File: src/rtl/seq_multiplier_n.sv
// Sequential shift-add multiplier: WIDTH x WIDTH -> 2*WIDTH product, one bit per clock.
// Define SIGNED_MULT_EN to build a two's-complement Booth radix-2 variant instead.
module seq_multiplier_n #(
    parameter int WIDTH = 8
) (
    input  logic                 clk,
    input  logic                 reset,
    input  logic                 start,
    input  logic [WIDTH-1:0]     multiplicand,
    input  logic [WIDTH-1:0]     multiplier,
    output logic [2*WIDTH-1:0]   product,
    output logic                 ready,
    output logic                 done
);

    localparam int CW = $clog2(WIDTH + 1);

    typedef enum logic {IDLE, CALC} state_t;

    state_t              state_q;
    logic [WIDTH:0]      acc_q, acc_d;
    logic [WIDTH-1:0]    q_q, q_d;
    logic [WIDTH-1:0]    m_q;
    logic [CW-1:0]       count_q;
    logic [2*WIDTH-1:0]  product_q;
    logic                ready_q;
    logic                done_q;
    logic [WIDTH:0]      sum;
`ifdef SIGNED_MULT_EN
    logic                q_m1_q, q_m1_d;
    logic [WIDTH:0]      m_ext;
`endif

    // One iteration: conditional add/subtract, then shift {acc,q} right by one.
    always_comb begin
        sum   = acc_q;
        acc_d = acc_q;
        q_d   = q_q;
`ifdef SIGNED_MULT_EN
        m_ext  = {m_q[WIDTH-1], m_q};
        q_m1_d = q_q[0];
        case ({q_q[0], q_m1_q})
            2'b01:   sum = acc_q + m_ext;
            2'b10:   sum = acc_q - m_ext;
            default: sum = acc_q;
        endcase
        acc_d = {sum[WIDTH], sum[WIDTH:1]};
`else
        // acc[WIDTH] is always 0 between iterations, so it acts as the carry-in slot.
        if (q_q[0])
            sum = acc_q + {1'b0, m_q};
        acc_d = {1'b0, sum[WIDTH:1]};
`endif
        q_d = {sum[0], q_q[WIDTH-1:1]};
    end

    always_ff @(posedge clk or posedge reset) begin
        if (reset) begin
            state_q   <= IDLE;
            acc_q     <= '0;
            q_q       <= '0;
            m_q       <= '0;
            count_q   <= '0;
            product_q <= '0;
            ready_q   <= 1'b1;
            done_q    <= 1'b0;
`ifdef SIGNED_MULT_EN
            q_m1_q    <= 1'b0;
`endif
        end else begin
            done_q <= 1'b0;
            case (state_q)
                IDLE: begin
                    if (start) begin
                        acc_q   <= '0;
                        q_q     <= multiplier;
                        m_q     <= multiplicand;
                        count_q <= CW'(WIDTH);
                        ready_q <= 1'b0;
                        state_q <= CALC;
`ifdef SIGNED_MULT_EN
                        q_m1_q  <= 1'b0;
`endif
                    end
                end
                CALC: begin
                    acc_q   <= acc_d;
                    q_q     <= q_d;
                    count_q <= count_q - CW'(1);
`ifdef SIGNED_MULT_EN
                    q_m1_q  <= q_m1_d;
`endif
                    if (count_q == CW'(1)) begin
                        product_q <= {acc_d[WIDTH-1:0], q_d};
                        done_q    <= 1'b1;
                        ready_q   <= 1'b1;
                        state_q   <= IDLE;
                    end
                end
                default: state_q <= IDLE;
            endcase
        end
    end

    assign product = product_q;
    assign ready   = ready_q;
    assign done    = done_q;

endmodule
File: config.mk
export PLATFORM = sky130hd
export DESIGN_NAME = seq_multiplier_n
export DESIGN_NICKNAME = d
export VERILOG_FILES = /design/src/rtl/seq_multiplier_n.sv
export SDC_FILE = /design/constraint.sdc
export NUM_CORES = 1
export LEC_CHECK = 0
export ABC_CLOCK_PERIOD_IN_PS = 2400
export CELL_PAD_IN_SITES_DETAIL_PLACEMENT = 0
export CELL_PAD_IN_SITES_GLOBAL_PLACEMENT = 1
export CORE_MARGIN = 2
export CORE_UTILIZATION = 31
export DETAILED_ROUTE_END_ITERATION = 10
export PLACE_DENSITY_LB_ADDON = 0.25
export SLEW_MARGIN = 10
export SYNTH_ARGS = -nofsm -noshare
export SYNTH_HDL_FRONTEND = slang
export SYNTH_SLANG_ARGS = --single-unit
File: constraint.sdc
create_clock -name clk -period 2.4 [get_ports clk]
set_input_delay 0.6 -clock clk [delete_from_list [all_inputs] [get_ports clk]]
set_output_delay 0.6 -clock clk [all_outputs]
set_load 0.005 [all_outputs]
== Word level (Yosys, flattened, before mapping) ==
Index checks and enable logic that the tools add are counted.

* Bits in registers: 48
* Logic and storage cells: 32

* Reduce and logical (&&, ||, !) cells: 3
* Equal/unequal tests: 3
* Add/sub/neg operators: 2
* Multiplexer cells: 15
* Bitwise logic cells: 1

{| class="wikitable"
|+ Operators by type and width
! kind !! number
|-
| two-way mux 9 bit || 2
|-
| case mux 9 bit (2 select lines) || 1
|-
| case mux 8 bit (2 select lines) || 1
|-
| adder 9 x 8 -> 9 bit || 1
|-
| two-way mux 8 bit || 1
|-
| case mux 4 bit (2 select lines) || 1
|-
| two-way mux 1 bit || 6
|-
| AND reduction 2 bit || 3
|-
| equality test 4 x 1 -> 1 bit, second input constant || 1
|-
| two-way mux 4 bit || 1
|-
| case mux 1 bit (2 select lines) || 2
|-
| subtractor 4 x 1 -> 4 bit, second input constant || 1
|-
| inequality test 2 x 1 -> 1 bit, second input constant || 1
|-
| inequality test 2 bit, second input constant || 1
|-
| NOT 1 bit || 1
|}

== Depth between registers and ports, before layout ==
* Word-level depth: 3
* Depth in mapped cells: 9

== Worst setup path after synthesis ==
OpenSTA, ideal clock, no wires.

* Kind: reg2reg
* Start: reg acc_q[0]
* End: reg acc_q[5]
* Required time: 2274 ps
* Period minus slack after synthesis: 2045 ps
* Setup time: 126 ps
* Arrival time: 1918 ps
* Path buffers: 0
* Stages on the path, launching flop included: 7
* Slack: 355 ps
* Path through: dfrtp_1 ha_1 fa_1 a21o_1 a221oi_2 mux2i_1 a311o_1

* Word-level cells in the longest chain between the ends: 3

{| class="wikitable"
|+ RTL lines
! what !! RTL line !! text
|-
| start: declaration || 21 || <nowiki>logic [WIDTH:0] acc_q, acc_d;</nowiki>
|-
| start signal: assignment || 60 || <nowiki>acc_q <= '0;</nowiki>
|-
| start signal: assignment || 75 || <nowiki>acc_q <= '0;</nowiki>
|-
| start signal: assignment || 87 || <nowiki>acc_q <= acc_d;</nowiki>
|-
| adder 9 x 8 -> 9 bit || 51 || <nowiki>sum = acc_q + {1'b0, m_q};</nowiki>
|-
| two-way mux 9 bit || 50 || <nowiki>if (q_q[0])</nowiki>
|-
| case mux 9 bit (2 select lines) || 72 || <nowiki>case (state_q)</nowiki>
|}

No other way between the ends.
A chain may end at the register's enable or synchronous reset.

== Final worst setup path ==
Ends and elaborated chain as after synthesis.

==> flow_results.org <==
** Outcome
- Status :: complete, no violations

** Yosys
- Async set-reset flop share out of synthesis :: 1.00
- For this run, the register share of the synthesized area comes to 0.502.
- The average instance in the mapped netlist occupies 10.2 um2.
- Synthesized net count :: 261
- The mapped netlist covers about 2300 um2.
- Synth unique cells :: 39
- The Yosys step of the flow raised 0 warnings.
- Synthesized instance count :: 231
- #FFs+latches synth :: 47
- The share of synthesized area in the top cell type comes to 0.490.
- For this run, the leading register cell type out of synthesis is dfrtp_1.
- The largest total area in the synthesized netlist belongs to dfrtp_1.
- In this run, synthesis inferred 0 flip-flops with an integrated enable.
- In the post-synthesis netlist, the biggest area contributors are dfrtp_1, nand2_1, ha_1.

** Routing
- Total DRC errors in the routed layout :: 0
- Met2 Wirelength :: 2350 um
- After detailed routing, the wire length on met1 is 2590 um.
- Once detail routing completed, the nets flagged for antenna violations numbered 0.
- Per-cell via count in the routed design :: 4.77
- In this run, the number of DRC markers left after iteration 0 of detailed routing was 80.
- The final layout contains routed wiring with a total length of 5220 um.
- Number of search-and-repair iterations in the first detailed-routing pass :: 4
- Routed wire length on met3 :: 276 um
- Highest routing layer actually used :: met4
- Wire length per cell :: 14.1 um
- Via Count :: around 1,800

** Clock tree
- Library cell used as clock root buffer :: clkbuf_8
- Buffers inserted during clock tree synthesis total 5.
- Post-CTS Setup Repair Bufs :: 0
- Post-cts sizing count :: 0
- # H-tree levels :: 2
- TritonCTS clock tree :: yes
- The clock passes through at most 2 buffers.
- The number of hold buffers added after CTS was 0.
- Clock slew at the register clock pins of the worst setup and hold paths :: 0.10 ns
- Clock tree sinks :: 47
- The later pin in the worst-skew pair is clocked with a latency of 0.30 ns.

** STA
- Max-slew violations :: 0
- Setup tns final :: 0 ns
- The number of hold violations in the final report came to 0.
- At the pin with the least slew margin, the transition time is approximately 0.42 ns.
- Setup repair after global routing left no endpoint under its margin.
- Measured against its own limit, the worst slew margin works out to 0.720.
- Of the available clock period, the critical path in the final layout requires 0.920.
- Tmin final :: roughly 2.2 ns
- Clock Skew :: 0.0130 ns
- Final-layout worst hold slack :: 0.482 ns
- For this run, the top clock speed supported by timing is 453 MHz.
- Total setup violations reported at the end of the flow :: 0

** Critical path
- STA classifies the critical path endpoint as a flop.
- In this run the worst path has a maximum fanout of 3.
- Kind of critical path :: flop to flop
- For the worst setup path, the data required time is ~2.6 ns.
- Startpoint types :: flop
- The worst register-to-register path has a setup slack of 0.19 ns.
- Data on the critical path arrives at its endpoint at 2.39 ns.

** Power and ir drop
- Max VDD drop :: 0.413 mV
- Ratio of total power to cell area :: 1260 nW/um2
- Sw power :: 1.43 mW
- Of the total power, the share spent switching nets is 0.385.
- Of the total power, registers draw 0.379.
- Sum of internal, switching and leakage power :: 3.72 mW
- Relative contribution of the clock network to total power :: 0.130
- Of the total power, combinational logic draws 0.491.
- The internal power of the cells totals between 2 and 2.5 mW.
- In this run the static leakage power is ~1.3 nW.

** Global route
- The number of global-route vias before repair came to 1,664.
- Maximum number of pins on one net before global-route repair :: 48
- Remaining global-route overflow :: 0
- The number of antenna violations at the first check in global routing was 0.
- Wire length of the first global-routing pass :: 8610 um
- For this run, the total global-route usage over all layers was measured as 0.130.

** Placement
- After detailed placement, the design holds a cell count of 362.
- Detailed placer's ending HPWL :: 3610 um
- RD Place Congestion :: 0.777
- Port buffering added 36 buffers.

** Die
- The die is 91.0 um tall.
- Cell row count :: 31
- Initial Utilization :: 0.322
- Die outline width :: 91.0 um
- Placeable core area :: 7290 um2
- # IOs :: 37
- The die covers 8280 um2.

** Min path
- In this run the worst hold path is classified as flop to flop.

** Final layout
- Share of layout cells above drive strength 1 :: 0.114
- Relative to the synthesized area, the layout overhead comes to 25.3%.
- Combined area of the multi-input logic cells :: 1080 um2
- Non-filler instance count after layout :: 370
- Count of inserted antenna diode cells :: 0
- Sequential standard cell area :: between 1000 and 1500 um2
- Number of nets at the end of the flow :: 300
- Number of fillers in the final layout :: 761

** Flow run
- The tool flagged a number of max-cap violations equal to 0.
[cells in the final DEF (no fill, tap or decap), types with 2 or more instances in the layout]
cell,n
dfrtp_1,46
nand2_1,39
clkdlybuf4s50_1,36
o21ai_0,22
a21oi_1,11
mux2i_1,11
mux2_2,10
ha_1,10
buf_4,8
nor2_1,7
inv_1,6
nand3_1,6
nor3b_1,5
clkbuf_8,5
nor2b_1,4
nand2b_1,3
xnor2_1,3
a21o_1,3
a31oi_1,3
or3_1,3
and3_1,3
xor2_1,2
a211oi_1,2
nor3_1,2
o2111ai_1,2
[metal layers]
layer  track usage  vias up
li1              -      884
met1         0.192      842
met2         0.188       36
met3        0.0365        2
met4        0.0303        0
met5             0        -
[per-stage QoR]
stage,cell area (um2),worst slack (ns),utilization
after floorplan,2350,0.355,-
after global placement,2860,0.234,0.392
after detailed placement,2860,0.186,0.392
after CTS,2940,0.186,0.403
after global routing,2940,0.0731,0.403
final,2940,0.192,0.403
[flip-flops by register name (all words and copies together), names as in the netlist]
register and flops:
count_q 4, done 1, product 16, acc_q 8, state_q 1, m_q 8
ready 1, q_q 8
[critical path, stage by stage (launching register included)]
cell and delay (ns):
dfrtp_1 0.41, ha_1 0.25, fa_1 0.42, a21o_1 0.21, a221oi_2 0.37, mux2i_1 0.13, a311o_1 0.32
[kinds of logic (layout without fill, tap and decap cells)]
family / after synthesis / count (layout) / share of synthesized area
compound gates: 51 / 51 / 0.134
xor+xnor: 5 / 5 / 0.0187
fa+ha+maj: 11 / 11 / 0.0618
buf+inv: 21 / 61 / 0.0368
flops: 47 / 47 / 0.502
mux: 21 / 21 / 0.0949
simple gates: 75 / 75 / 0.152
[final cells by class]
| type | count | share of cell area |
|---|---|---|
| multi-input combinational | 163 | 0.368 |
| tap | 99 | 0.0421 |
| timing repair buffer | 45 | 0.150 |
| sequential | 47 | 0.400 |
| inverter | 8 | 0.0102 |
| clock buffer | 6 | 0.0247 |
| clock inverter | 2 | 0.00468 |
[synthesized netlist by cell type (all sizes together), types with 2 or more instances]
cell type / number
a21oi: 11
clkbuf: 6
buf: 7
or3: 3
nor2: 7
a31oi: 3
o2111ai: 2
inv: 7
a21o: 3
a211oi: 2
xnor2: 3
nand2b: 3
nor2b: 4
nor3b: 5
and3: 4
mux2: 10
ha: 10
nor3: 2
mux2i: 11
dfrtp: 46
o21ai: 22
nand3: 6
nand2: 39
xor2: 2
[power by group through the flow]
stage / sequential, mW / clock (mW) / combinational (mW)
3_3_place_gp: 1.42 / 0 / 1.82
4_1_cts: 1.42 / 0.501 / 1.86
6_report: 1.41 / 0.483 / 1.83
2_1_floorplan: 1.38 / 0 / 1.25
3_5_place_dp: 1.42 / 0 / 1.86
5_1_grt: 1.46 / 0.541 / 2.07
[worst paths after layout]
check	startpoint	endpoint	cells after the start
setup reg to reg	acc_q[0]	acc_q[5]	6
hold / removal	product[1]	product[1]	2
setup / recovery	acc_q[0]	acc_q[5]	6
max in group asynchronous	reset	ready	3
min in group asynchronous	reset	product[1]	3
hold reg to reg	product[1]	product[1]	2
Power figures use the tool's default switching activity.
